[src/rtl/crcu_rst_pkg.sv]
// CRCU reset controller shared definitions.
// Control-word field positions and channel FSM states.
package crcu_rst_pkg;

  localparam int EN_B     = 0;
  localparam int ASYNC_B  = 1;
  localparam int POL_B    = 2;
  localparam int CHAIN_B  = 3;
  localparam int HOLD_LSB = 8;

  typedef enum logic [1:0] {
    IDLE    = 2'd0,
    ASSERT  = 2'd1,
    RELEASE = 2'd2
  } state_t;

endpackage

[src/rtl/crcu_rst_chan.sv]
// One CRCU reset channel: FSM, hold counter,
// release synchroniser and polarity output mux.
module crcu_rst_chan
  import crcu_rst_pkg::*;
#(
  parameter int HOLD_W      = 8,
  parameter int SYNC_STAGES = 2
) (
  input  logic        clk,
  input  logic        rst_n,
  input  logic [31:0] ctl,
  input  logic        req,
  input  logic        chain_in,
  output logic        rst_out,
  output logic        busy,
  output logic        done
);

  state_t                 state_q, state_d;
  logic [HOLD_W-1:0]      cnt_q, cnt_d;
  logic [HOLD_W-1:0]      hold;
  logic [SYNC_STAGES-1:0] sync_q, sync_d;
  logic [SYNC_STAGES:0]   sync_sh;
  logic                   async_q, async_d;
  logic                   pol_q, pol_d;
  logic                   done_q, done_d;
  logic                   en, idle, trig;
  logic                   act, pol_sel;
  logic                   unused_ctl;

  assign en         = ctl[EN_B];
  assign hold       = ctl[HOLD_LSB +: HOLD_W];
  assign idle       = (state_q == IDLE);
  assign unused_ctl = ^ctl;
  assign sync_sh    = {sync_q, 1'b1};

  assign trig = (req | (ctl[CHAIN_B] & chain_in))
              & en & idle;

  always_comb begin
    state_d = state_q;
    cnt_d   = cnt_q;
    sync_d  = sync_q;
    async_d = async_q;
    pol_d   = pol_q;
    done_d  = 1'b0;
    unique case (state_q)
      IDLE: begin
        if (trig) begin
          state_d = ASSERT;
          async_d = ctl[ASYNC_B];
          pol_d   = ctl[POL_B];
          // HOLD=0 behaves as a one-cycle hold
          cnt_d   = (hold == '0) ? '0
                  : hold - HOLD_W'(1);
        end
      end
      ASSERT: begin
        if (cnt_q != '0) begin
          cnt_d = cnt_q - HOLD_W'(1);
        end else if (async_q) begin
          state_d = RELEASE;
          sync_d  = '0;
        end else begin
          state_d = IDLE;
          done_d  = 1'b1;
        end
      end
      RELEASE: begin
        sync_d = sync_sh[SYNC_STAGES-1:0];
        if (sync_d[SYNC_STAGES-1]) begin
          state_d = IDLE;
          done_d  = 1'b1;
        end
      end
      default: state_d = IDLE;
    endcase
    if (!en) begin
      state_d = IDLE;
      done_d  = 1'b0;
    end
  end

  always_ff @(posedge clk or negedge rst_n) begin
    if (!rst_n) begin
      state_q <= IDLE;
      cnt_q   <= '0;
      sync_q  <= '0;
      async_q <= 1'b0;
      pol_q   <= 1'b0;
      done_q  <= 1'b0;
    end else begin
      state_q <= state_d;
      cnt_q   <= cnt_d;
      sync_q  <= sync_d;
      async_q <= async_d;
      pol_q   <= pol_d;
      done_q  <= done_d;
    end
  end

  // async mode asserts in the trigger cycle itself
  assign act = rst_n & en
             & (!idle | (trig & ctl[ASYNC_B]));
  assign pol_sel = idle ? ctl[POL_B] : pol_q;
  assign rst_out = act ? pol_sel : ~pol_sel;
  assign busy    = !idle;
  assign done    = done_q;

endmodule

[src/rtl/crcu_rst_ctl_multi.sv]
// Multi-channel CRCU reset generator: NUM_CH
// independently controlled, optionally chained channels.
module crcu_rst_ctl_multi
  import crcu_rst_pkg::*;
#(
  parameter int NUM_CH      = 4,
  parameter int HOLD_W      = 8,
  parameter int SYNC_STAGES = 2
) (
  input  logic                CRCU_CLK,
  input  logic                CRCU_RST,
  input  logic [NUM_CH*32-1:0] rst_ctl_reg,
  input  logic [NUM_CH-1:0]   rst_req,
  output logic [NUM_CH-1:0]   rst_out,
  output logic [NUM_CH-1:0]   rst_busy,
  output logic [NUM_CH-1:0]   rst_done
);

  logic [NUM_CH-1:0] chain_in;

  for (genvar i = 0; i < NUM_CH; i++) begin : g_ch
    if (i == 0) begin : g_head
      assign chain_in[i] = 1'b0;
    end else begin : g_link
      assign chain_in[i] = rst_done[i-1];
    end

    crcu_rst_chan #(
      .HOLD_W      (HOLD_W),
      .SYNC_STAGES (SYNC_STAGES)
    ) u_chan (
      .clk      (CRCU_CLK),
      .rst_n    (CRCU_RST),
      .ctl      (rst_ctl_reg[32*i +: 32]),
      .req      (rst_req[i]),
      .chain_in (chain_in[i]),
      .rst_out  (rst_out[i]),
      .busy     (rst_busy[i]),
      .done     (rst_done[i])
    );
  end

endmodule

[config.mk]
export PLATFORM = sky130hd
export DESIGN_NAME = crcu_rst_ctl_multi
export DESIGN_NICKNAME = d
export VERILOG_FILES = /design/src/rtl/crcu_rst_pkg.sv /design/src/rtl/crcu_rst_chan.sv /design/src/rtl/crcu_rst_ctl_multi.sv
export SDC_FILE = /design/constraint.sdc
export NUM_CORES = 1
export LEC_CHECK = 0
export ABC_AREA = 1
export CELL_PAD_IN_SITES_DETAIL_PLACEMENT = 1
export CELL_PAD_IN_SITES_GLOBAL_PLACEMENT = 2
export CORE_MARGIN = 4
export CORE_UTILIZATION = 27
export DETAILED_ROUTE_END_ITERATION = 10
export PLACE_DENSITY = 0.95
export SYNTH_ARGS = -nofsm -noshare
export SYNTH_HDL_FRONTEND = slang
export SYNTH_SLANG_ARGS = --single-unit
[constraint.sdc]
create_clock -name CRCU_CLK -period 3.9 [get_ports CRCU_CLK]
set_input_delay 0.78 -clock CRCU_CLK [delete_from_list [all_inputs] [get_ports CRCU_CLK]]
set_output_delay 0.78 -clock CRCU_CLK [all_outputs]
set_load 0.005 [all_outputs]
# Word level (Yosys, flattened, before mapping)
# Index checks and enable logic that the tools add are counted.
[classes]
add_sub_neg = 8
n_mul = 0
div_mod_pow = 0
n_lt_le_gt_ge = 0
n_eq_ne = 36
shifts = 0
muxes = 80
n_bitwise = 34
n_reduce_logical = 40
[op_table]
columns = ["cell", "n"]
rows = [
  ["$mux 8", 12],
  ["$pmux 8 s2", 4],
  ["$sub 8x1->8 const B", 8],
  ["$mux 2", 20],
  ["$reduce_and 3->1", 12],
  ["$logic_not 8->1", 4],
  ["$mux 1", 32],
  ["$reduce_bool 8->1", 4],
  ["$ne 3x3->1 const B", 8],
  ["$pmux 2 s3", 4],
  ["$and 1x1->1", 23],
  ["$ne 2x1->1 const B", 8],
  ["$ne 2x2->1 const B", 8],
  ["$pmux 1 s2", 8],
  ["$reduce_bool 2->1", 8],
  ["$ne 3x2->1 const B", 4],
  ["$eq 2x1->1 const B", 4],
  ["$eq 2x2->1 const B", 4],
  ["$logic_not 2->1", 4],
  ["$reduce_and 2->1", 4],
  ["$or 1x1->1", 7],
  ["$logic_not 1->1", 4],
  ["$not 1->1", 4],
]
[totals]
ff_bits = 56
latchBits = 0
ram_bits = 0
rom_bits = 0
out_inout_bits = 12
elab_cells = 222
memories = 0

# Longest topological paths before layout
# Gate-level depths: netlist (run 1).
[depth]
word_depth = 8
depth_mapped = 10

# By module
# Synthesis (run 1) repeated with hierarchy kept, for this count alone.
[hier_totals]
hier_cells = 736
area_unflattened_um2 = 4712.0
[by_module_without_submodules]
columns = ["mod", "instances", "cells_per_inst", "area_per_inst_um2", "seq_area_each_um2"]
rows = [
  ["crcu_rst_chan (g_ch[1].u_chan ...)", 2, 183, 1159.9, 350.3],
  ["crcu_rst_chan (g_ch[3].u_chan)", 1, 184, 1199.9, 350.3],
  ["crcu_rst_chan (g_ch[0].u_chan)", 1, 185, 1188.6, 350.3],
  ["crcu_rst_ctl_multi", 1, 1, 3.8, 0.0],
]

# Worst setup path before layout (run 1)
# OpenSTA, ideal clock, no wires.
[synth_path]
path_kind = "input to output"
startpoint = "input rst_ctl_reg[64]"
endpoint = "output rst_out[2]"
arrival_ps = 1557
required_ps = 3120
setup_slack_ps = 1563
cell_stages = 9
path_cell_list = "buf_2 -> nand2_1 -> nor2_2 -> nand2_1 -> nand2_1 -> nand3_1 -> nand2_1 -> nand2_1 -> buf_4"
[synth_between]
elab_chain_cells = 6
word_cells_on_any_way = 7
cone_classes = "1 x mux; 6 x bitwise"
[synth_lines]
columns = ["item", "line_no", "text"]
rows = [
  ["from (decl)", "crcu_rst_ctl_multi.sv:12", "input logic [NUM_CH*32-1:0] rst_ctl_reg,"],
  ["$and 1x1->1 (2 in series)", "crcu_rst_chan.sv:38", "& en & idle;"],
  ["$and 1x1->1", "crcu_rst_chan.sv:104", "& (!idle | (trig & ctl[ASYNC_B]));"],
  ["$or 1x1->1", "crcu_rst_chan.sv:104", ""],
  ["$and 1x1->1 *", "crcu_rst_chan.sv:104", ""],
  ["$mux 1 *", "crcu_rst_chan.sv:106", "assign rst_out = act ? pol_sel : ~pol_sel;"],
  ["to (decl)", "crcu_rst_ctl_multi.sv:14", "output logic [NUM_CH-1:0] rst_out,"],
]
# Every way passes the cells marked *; elsewhere a longest branch is shown, timed or not.

# Final worst setup path (run 1)
[layout_path]
startpoint = "input rst_ctl_reg[67]"
endpoint = "output rst_out[2]"
[layout_between]
elab_chain_cells = 8
[layout_lines]
columns = ["item", "line_no", "text"]
rows = [
  ["$and 1x1->1", "crcu_rst_chan.sv:37", "assign trig = (req | (ctl[CHAIN_B] & chain_in))"],
  ["$or 1x1->1", "crcu_rst_chan.sv:37", ""],
  ["$and 1x1->1 (2 in series)", "crcu_rst_chan.sv:38", ""],
  ["$and 1x1->1", "crcu_rst_chan.sv:104", ""],
  ["$or 1x1->1", "crcu_rst_chan.sv:104", ""],
  ["$and 1x1->1", "crcu_rst_chan.sv:104", ""],
  ["$mux 1", "crcu_rst_chan.sv:106", ""],
]
# No other way between the ends.

==> results.toml, run 1 <==
[placed_design]
io_buffers = 64
routabilityCongestion = 0.789
dp_hpwl_um = 10300

[grt]
grt_max_degree = 24
grt_antenna_before_repair = 0
grt-ovfl-total = 0
grt_pass1_wl_um = 21600
grt_pass1_vias = 4730
grt_util_all_layers_pct = 12.9

[cells_and_area]
final_nets = 967
synthToLayoutAreaGrowth_pct = 20.3
multi_input_comb_area_sq_mm = 0.00286
final_common_cell = "nand2_1"
seqCellArea_sq_mm = 0.00140
num_antenna_cells = 0
fillers = 2262
final_cell_mix = "nand2_1, inv_1, nand3_1, clkdlybuf4s50_1, nor2_1"
layout-drive-gt1-share_pct = 6.48

[drt]
antenna_left = 0
num_vias = 4653
wire_per_inst_um = 12.1
wl_um = 12500
dr.pass1.iters = 4
drcViolationCount = 0
vias_per_cell = 4.53
first_iter_violations = 110

[clock_network]
cts_setup_buffers = 0
cts.clk_slew.worst_paths_ns = 0.08
ctsHtreeMaxLevel = 2
numCtsBuffers = 5
clock_latency_ns = 0.31
clockRootBuffer = "clkbuf_16"
clock_sinks = 56
post_cts_resized = 0
clock_path_buffers = 2
cts_tree = "built"
hold_buffers = 0

[run_status]
outcome = "finished clean"

[timing]
rsz0062_at_grt = "false"
hold_viol_final = 0
max_slew_margin_pct = 64.4
final_max_slew_viol_count = 0
timing.hold.ws_ns = 0.322
max_freq_mhz = 304
min_period_ns = 3.29
finalSetupTns_ns = 0
fin_worst_skew_ns = 0.0125
tightest_slew_ns = 0.534
finalSetupViolCount = 0
period_share_pct = 84.4

[floorplanning]
die_area_sq_mm = 0.0200
initial_core_util_pct = 27.6
core-area_sq_mm = 0.0174
die_h_um = 141
fp-row-count = 48
ios = 146
die_x_um = 141

[synth]
yosysWarningCount = 0
netlist_area_sq_mm = 0.00480
syn_inst = 747
synth_cell_types = 32
syn-num-nets = 913
synth_edf_count = 0
avgSynthCellArea_sq_um = 6.42
synth-main-ff-cell = "dfrtp_1"
synth-seq-cells = 56
ys_seq_area_share_pct = 29.2
ys_async_sr_fraction_pct = 100

[worst_setup_path]
rr_endpoint = "g_ch[2].u_chan.cnt_q[1]"
worst_ep_arrival_time_ns = 2.51
startpoint = "rst_ctl_reg[67]"
path_max_fanout = 4
reg2reg_depth = 8
critPathRequiredTime_ns = 3.12
r2r_slack_ns = 1.86
cp-start-kind = "primary input"
critPathCaptureType = "output port"
rr_startpoint = "g_ch[2].u_chan.state_q[1]"
worstSetupPathType = "primary input to output port"

[pwr]
p_leak_nw = 2.93
vdd_ir_drop_max_mv = 0.216
cellPowerDensity_mw_per_mm2 = 642

[flow_run]
drv_cap = 0

[worst_hold_path]
worst_hold_path_type = "primary input to asynchronous set/reset pin"
-- cells in the mapped netlist, types with 2 or more instances --
library cell	count	share of area (%)
nor3_1	4	0.42
nand2_1	279	22
nor2_1	60	4.7
nand3_1	69	7.2
a21oi_1	13	1.4
nor2_4	8	1.9
nand3_2	3	0.63
ha_1	32	8.3
inv_1	89	7.0
xnor2_1	5	0.91
o21bai_1	4	0.63
inv_2	12	0.94
nand3b_1	2	0.31
dfrtp_1	56	29
buf_2	9	0.94
o21ai_0	33	3.4
nor2_2	7	0.91
nand4_1	13	1.7
o21ai_1	16	1.7
xor2_1	7	1.3
nand2_2	4	0.52
buf_4	12	1.9
-- flip-flops by register name, indices dropped and copies added (netlist names) --
register	cells
g_ch.u_chan.sync_q	4
g_ch.u_chan.pol_q	4
g_ch.u_chan.done	4
g_ch.u_chan.async_q	4
g_ch.u_chan.cnt_q	32
g_ch.u_chan.state_q	8
-- final cells by class --
class | count | area share (%)
timing repair buffer | 69 | 11.7
clock buffer | 6 | 2.23
sequential | 56 | 24.3
tap | 225 | 4.88
inverter | 102 | 6.72
clock inverter | 2 | 0.672
multi-input combinational | 567 | 49.6
-- worst max-delay path by stage --
| stage | endpoint | slack [ns] | cells past startpoint |
|---|---|---|---|
| after global placement | rst_out[2] | 0.57 | 10 |
| after floorplan | rst_out[2] | 1.56 | 9 |
| final | rst_out[2] | 0.61 | 10 |
| after detailed placement | rst_out[2] | 0.58 | 10 |
| after CTS | rst_out[2] | 0.56 | 10 |
| after global routing | rst_out[3] | 0.42 | 5 |
-- layer usage --
layer / wire length [um] / global-route usage [%]
met1: 5910 / 16.2
met2: 6190 / 23.5
met3: 232 / 1.79
met4: 121 / 3.06
met5: 0 / 0
-- stage by stage --
step                      area [sq um]  power, W  setup WS, ns  instances  util (%)
after detailed placement          5600   0.00323         0.577       1019      32.3
after global placement            5600   0.00314         0.574       1019      32.3
after CTS                         5770   0.00378         0.561       1027      33.3
after floorplan                   4800   0.00264          1.56        747         -
final                             5770   0.00371         0.608       1027      33.3
after global routing              5770   0.00415         0.419       1027      33.3
-- cell families (layout without fill, tap and decap cells) --
group	after synthesis	count (layout)	synth area share, %
xor gates and xnor gates	12	12	2.19
buffers and inverters	124	179	11.1
DFF	56	56	29.2
AOI/OAI and AO/OA	68	68	7.41
adders and majority gates	32	32	8.35
and+or+nand+nor	455	455	41.7
-- critical path, cell delays in order --
cell	delay [ns]
clkdlybuf4s50_1	0.46
nand2_1	0.10
nand2_1	0.08
nand2_1	0.08
nor2_2	0.15
nand2_1	0.08
nand2_1	0.09
nand4_1	0.08
nand2_1	0.10
clkdlybuf4s50_1	0.50
-- where the power goes --
group / switching (W) / internal [W]
Combinational: 0.00135 / 0.000784
Clock: 0.000227 / 0.000307
Sequential: 0.000207 / 0.000832
Total: 0.00179 / 0.00192
Note: power is estimated with default switching activity, not from simulation.
==> inputs of run 2 (changes only) <==
- CORE_UTILIZATION: 27 -> 22
- PLACE_DENSITY: 0.95 -> 0.86
- clock period: 3.9 -> 2.8 ns (I/O delays scaled with it)
==> results.toml, run 2 (synthesis gave the netlist of run 1 again) <==
[run_status]
outcome = "finished clean"

[pwr]
switching_share_pct = 48.6
vdd_ir_drop_max_mv = 0.371
p_comb_share_pct = 58.9
clockPowerShare_pct = 13.0
power_w = 0.00516
seqPwrFrac_pct = 28.1
cellPowerDensity_mw_per_mm2 = 868
p_leak_nw = 3.00
p_int_w = 0.00265
p_sw_w = 0.00251

[grt]
grt-ovfl-total = 0
grt_antenna_before_repair = 0
grt_util_all_layers_pct = 10.8
grt_pass1_wl_um = 22100
grt_pass1_vias = 4686
grt_max_degree = 36

[cells_and_area]
top_register = "g_ch.u_chan.cnt_q"
stdcell_area_sq_mm = 0.00595
num_antenna_cells = 0
largest_register_ff_count = 32
layout-drive-gt1-share_pct = 8.36
seqCellArea_sq_mm = 0.00140
synthToLayoutAreaGrowth_pct = 24.0
reg.largest.list = "g_ch.u_chan.cnt_q: 32 flops, g_ch.u_chan.state_q: 8 flops"
final_nets = 978
final_common_cell = "nand2_1"
final_cell_mix = "nand2_1, inv_1, nand3_1, nor2_1, clkdlybuf4s50_1"
fillers = 2704
multi_input_comb_area_sq_mm = 0.00290

[drt]
dr.pass1.iters = 4
first_iter_violations = 121
wl_um = 12800
drcViolationCount = 0
antenna_left = 0
num_vias = 4689
vias_per_cell = 4.31
wire_per_inst_um = 11.8

[worst_setup_path]
cp-start-kind = "primary input"
worstSetupPathType = "primary input to output port"
critPathRequiredTime_ns = 2.24
critPathCaptureType = "output port"
r2r_slack_ns = 1.01
path_max_fanout = 2
worst_ep_arrival_time_ns = 2.01

[placed_design]
dpl_cell_area_sq_mm = 0.00574
io_buffers = 64
routabilityCongestion = 0.755
dp_hpwl_um = 10400

[timing]
min_period_ns = 2.57
max_freq_mhz = 389
finalSetupViolCount = 0
max_slew_margin_pct = 66.5
hold_viol_final = 0
tightest_slew_ns = 0.503
fin_worst_skew_ns = 0.00391
rsz0062_at_grt = "false"
period_share_pct = 91.8
final_max_slew_viol_count = 0

[clock_network]
hold_buffers = 0
cts.clk_slew.worst_paths_ns = 0.08
clock_path_buffers = 2
cts_tree = "built"
clockRootBuffer = "clkbuf_16"
ctsHtreeMaxLevel = 2
numCtsBuffers = 5
clock_latency_ns = 0.30
clock_sinks = 56

[floorplanning]
die_x_um = 156
die_area_sq_mm = 0.0242
ios = 146
core-area_sq_mm = 0.0212
fp-row-count = 53
die_h_um = 156
initial_core_util_pct = 22.6

[flow_run]
drv_cap = 0

[worst_hold_path]
worst_hold_path_type = "primary input to asynchronous set/reset pin"
-- run 2: changes by cell type in the layout (fill, tap and decap cells not counted), moves of 2 or more --
| cell | previous run | this run |
|---|---|---|
| buf_4 | 5 | 16 |
| ha_1 | 32 | 28 |
| clkdlybuf4s50_1 | 63 | 60 |
| ha_4 | 0 | 3 |
| dlymetal6s2s_1 | 0 | 2 |
-- run 2: layout make-up --
| type | count | share of cell area [%] |
|---|---|---|
| Clock buffer | 7 | 2.40 |
| Clock inverter | 1 | 0.126 |
| Timing Repair Buffer | 80 | 12.8 |
| Inverter | 102 | 6.52 |
| Multi-Input combinational cell | 567 | 48.8 |
| Sequential cell | 56 | 23.6 |
| Tap cell | 275 | 5.79 |
-- run 2: timing repair --
item,CTS,global route
setup buffers,0,1
pin swaps,0,1
resized for setup,5,6
setup endpoints to repair,3,3
-- run 2: routing by layer --
metal / track usage [%] / wire length [um]
met1: 14.1 / 6110
met2: 18.9 / 6230
met3: 1.91 / 411
met4: 1.75 / 91
met5: 0 / 0
-- run 2: power groups by stage --
stage               clock (W)  sequential (W)  combinational [W]
finish               0.000671         0.00145            0.00304
global route         0.000742         0.00151            0.00357
CTS                  0.000710         0.00145            0.00309
detailed placement          0         0.00146            0.00307
global placement            0         0.00145            0.00298
floorplan                   0         0.00138            0.00230
-- run 2: critical path, cell delays in order --
cell	delay (ns)
clkdlybuf4s50_1	0.50
nand4_1	0.12
nand2_1	0.08
nand3_1	0.08
xor2_1	0.15
clkdlybuf4s50_1	0.52
-- run 2: metrics by stage --
step | std cells | hold WS (ns) | TNS [ns] | setup WS, ns | utilization [%]
3_3_place_gp | 1079 | 0.464 | 0 | 0.00212 | 27.1
5_1_grt | 1088 | 0.397 | 0 | 0.0577 | 28.0
3_5_place_dp | 1079 | 0.469 | -0.00660 | -0.00641 | 27.1
2_1_floorplan | 747 | 0.264 | 0 | 0.903 | -
4_1_cts | 1087 | 0.396 | 0 | 0.00929 | 27.8
6_report | 1088 | 0.375 | 0 | 0.229 | 28.0
-- run 2: path summary, 6_finish.rpt --
path,from,to,cells after the start
max,rst_req[0],rst_out[0],6
min,CRCU_RST,g_ch[1].u_chan.cnt_q[2],2
max reg2reg,g_ch[1].u_chan.state_q[1],g_ch[1].u_chan.cnt_q[5],6
min reg2reg,g_ch[3].u_chan.cnt_q[1],g_ch[3].u_chan.cnt_q[1],2
min in group CRCU_CLK,g_ch[3].u_chan.cnt_q[1],g_ch[3].u_chan.cnt_q[1],2
max in group asynchronous,CRCU_RST,g_ch[2].u_chan.cnt_q[1],3
==> inputs of run 3 (changes only) <==
==> constraint.sdc (replaced) <==
create_clock -name CRCU_CLK -period 2.8 [get_ports CRCU_CLK]
set_input_delay 0.42 -clock CRCU_CLK [delete_from_list [all_inputs] [get_ports CRCU_CLK]]
set_output_delay 0.42 -clock CRCU_CLK [all_outputs]
set_load 0.005 [all_outputs]
==> results.toml, run 3 (synthesis gave the netlist of run 1 again) <==
[clock_network]
cts.clk_slew.worst_paths_ns = 0.09
cts_tree = "built"
clock_sinks = 56
clockRootBuffer = "clkbuf_16"
ctsHtreeMaxLevel = 2
hold_buffers = 0
clock_path_buffers = 2
clock_latency_ns = 0.31
numCtsBuffers = 5
cts_setup_buffers = 0

[pwr]
p_leak_nw = 2.95
p_int_w = 0.00261
vdd_ir_drop_max_mv = 0.299
switching_share_pct = 49.1
clockPowerShare_pct = 13.2
seqPwrFrac_pct = 28.3
p_comb_share_pct = 58.5
p_sw_w = 0.00252
cellPowerDensity_mw_per_mm2 = 873

[drt]
wl_um = 12800
vias_per_cell = 4.31
dr.pass1.iters = 4
drcViolationCount = 0
first_iter_violations = 160
wire_per_inst_um = 11.8
num_vias = 4659
antenna_left = 0

[timing]
rsz0062_at_grt = "false"
finalSetupTns_ns = 0
fin_worst_skew_ns = 0.0160
tightest_slew_ns = 0.536
max_freq_mhz = 380
hold_viol_final = 0
fin_ws_ns = 0.167
period_share_pct = 94.0
finalSetupViolCount = 0
final_max_slew_viol_count = 0
max_slew_margin_pct = 64.3
min_period_ns = 2.63

[worst_setup_path]
worst_ep_arrival_time_ns = 2.21
worstSetupPathType = "register to output port"
path_max_fanout = 9
critPathCaptureType = "output port"
cp-start-kind = "register"
reg2reg_depth = 9
cp_slowest_cell = "clkdlybuf4s50_1"
crit_buf_inv = 2
cp_cell_sequence = "inv_1, ha_2, nand4_1, a21oi_1, xor2_1, clkdlybuf4s50_1"
crit_family = "buffers and inverters"
critPathRequiredTime_ns = 2.38
path_depth = 6
cpPeakStageDelay_ns = 0.54

[grt]
grt_pass1_vias = 4816
grt_max_degree = 26
grt_antenna_before_repair = 0
grt_util_all_layers_pct = 10.9
grt_pass1_wl_um = 22200
grt-ovfl-total = 0

[floorplanning]
core-area_sq_mm = 0.0212
die_x_um = 156
ios = 146
fp-row-count = 53
die_h_um = 156
die_area_sq_mm = 0.0242
initial_core_util_pct = 22.6

[cells_and_area]
reg.largest.list = "g_ch.u_chan.cnt_q: 32 flops, g_ch.u_chan.state_q: 8 flops"
final_cell_mix = "nand2_1, inv_1, nand3_1, clkdlybuf4s50_1, nor2_1"
num_antenna_cells = 0
synthToLayoutAreaGrowth_pct = 22.6
fin_util_pct = 27.7
final_common_cell = "nand2_1"
top_register = "g_ch.u_chan.cnt_q"
final_nets = 972
largest_register_ff_count = 32
layout-drive-gt1-share_pct = 7.56
fillers = 2722

[placed_design]
place_ws_ns = 0.172
dp_hpwl_um = 10400
io_buffers = 64
routabilityCongestion = 0.738

[flow_run]
drv_cap = 0

[run_status]
outcome = "finished clean"

[worst_hold_path]
worst_hold_path_type = "primary input to asynchronous set/reset pin"
[run 3: path summary, 6_finish.rpt]
check | endpoint | from | slack [ns]
worst max-delay path | rst_out[3] | g_ch[3].u_chan.state_q[1] | 0.17
worst min-delay path | g_ch[1].u_chan.async_q | CRCU_RST | 0.03
worst max register to register | g_ch[2].u_chan.cnt_q[1] | g_ch[2].u_chan.state_q[1] | 0.99
worst min register to register | g_ch[2].u_chan.cnt_q[1] | g_ch[2].u_chan.cnt_q[1] | 0.49
max in group asynchronous | g_ch[2].u_chan.cnt_q[3] | CRCU_RST | 1.88
min in group CRCU_CLK | g_ch[2].u_chan.cnt_q[1] | g_ch[2].u_chan.cnt_q[1] | 0.49
[run 3: timing repair]
action | 4_1_cts | 5_1_grt
hold endpoints to repair | 0 | 0
resized for setup | 0 | 5
setup endpoints to repair | 0 | 3
[run 3: area by class of cell]
type / instances / area, sq um / share of cell area, %
Tap cell: 275 / 344 / 5.85
Clock buffer: 5 / 125 / 2.13
Sequential cell: 56 / 1400 / 23.8
Inverter: 102 / 388 / 6.60
Timing Repair Buffer: 74 / 711 / 12.1
Clock inverter: 3 / 26.3 / 0.447
Multi-Input combinational cell: 567 / 2880 / 49.0
[run 3: layer usage]
layer	wire length, um	vias up	track usage (%)	share of wire (%)
met5	0	-	0	0
met4	110	0	2.13	0.86
met3	421	8	2.05	3.3
met2	6230	47	19.2	49
met1	6020	2153	13.9	47
li1	-	2451	-	-
[run 3: power by group through the flow]
stage	sequential [W]	clock, W	combinational, W
CTS	0.00145	0.000719	0.00305
global route	0.00150	0.000746	0.00352
detailed placement	0.00146	0	0.00304
finish	0.00145	0.000679	0.00300
global placement	0.00145	0	0.00297
floorplan	0.00138	0	0.00230
[run 3: through the flow]
step	area [sq um]	instances	total power, W	hold slack, ns
final	5880	1082	0.00513	0.0313
after global routing	5880	1082	0.00577	0.0405
after CTS	5860	1082	0.00522	0.0319
after detailed placement	5700	1074	0.00450	0.373
after global placement	5700	1074	0.00442	0.377
after floorplan	4800	747	0.00368	0.124
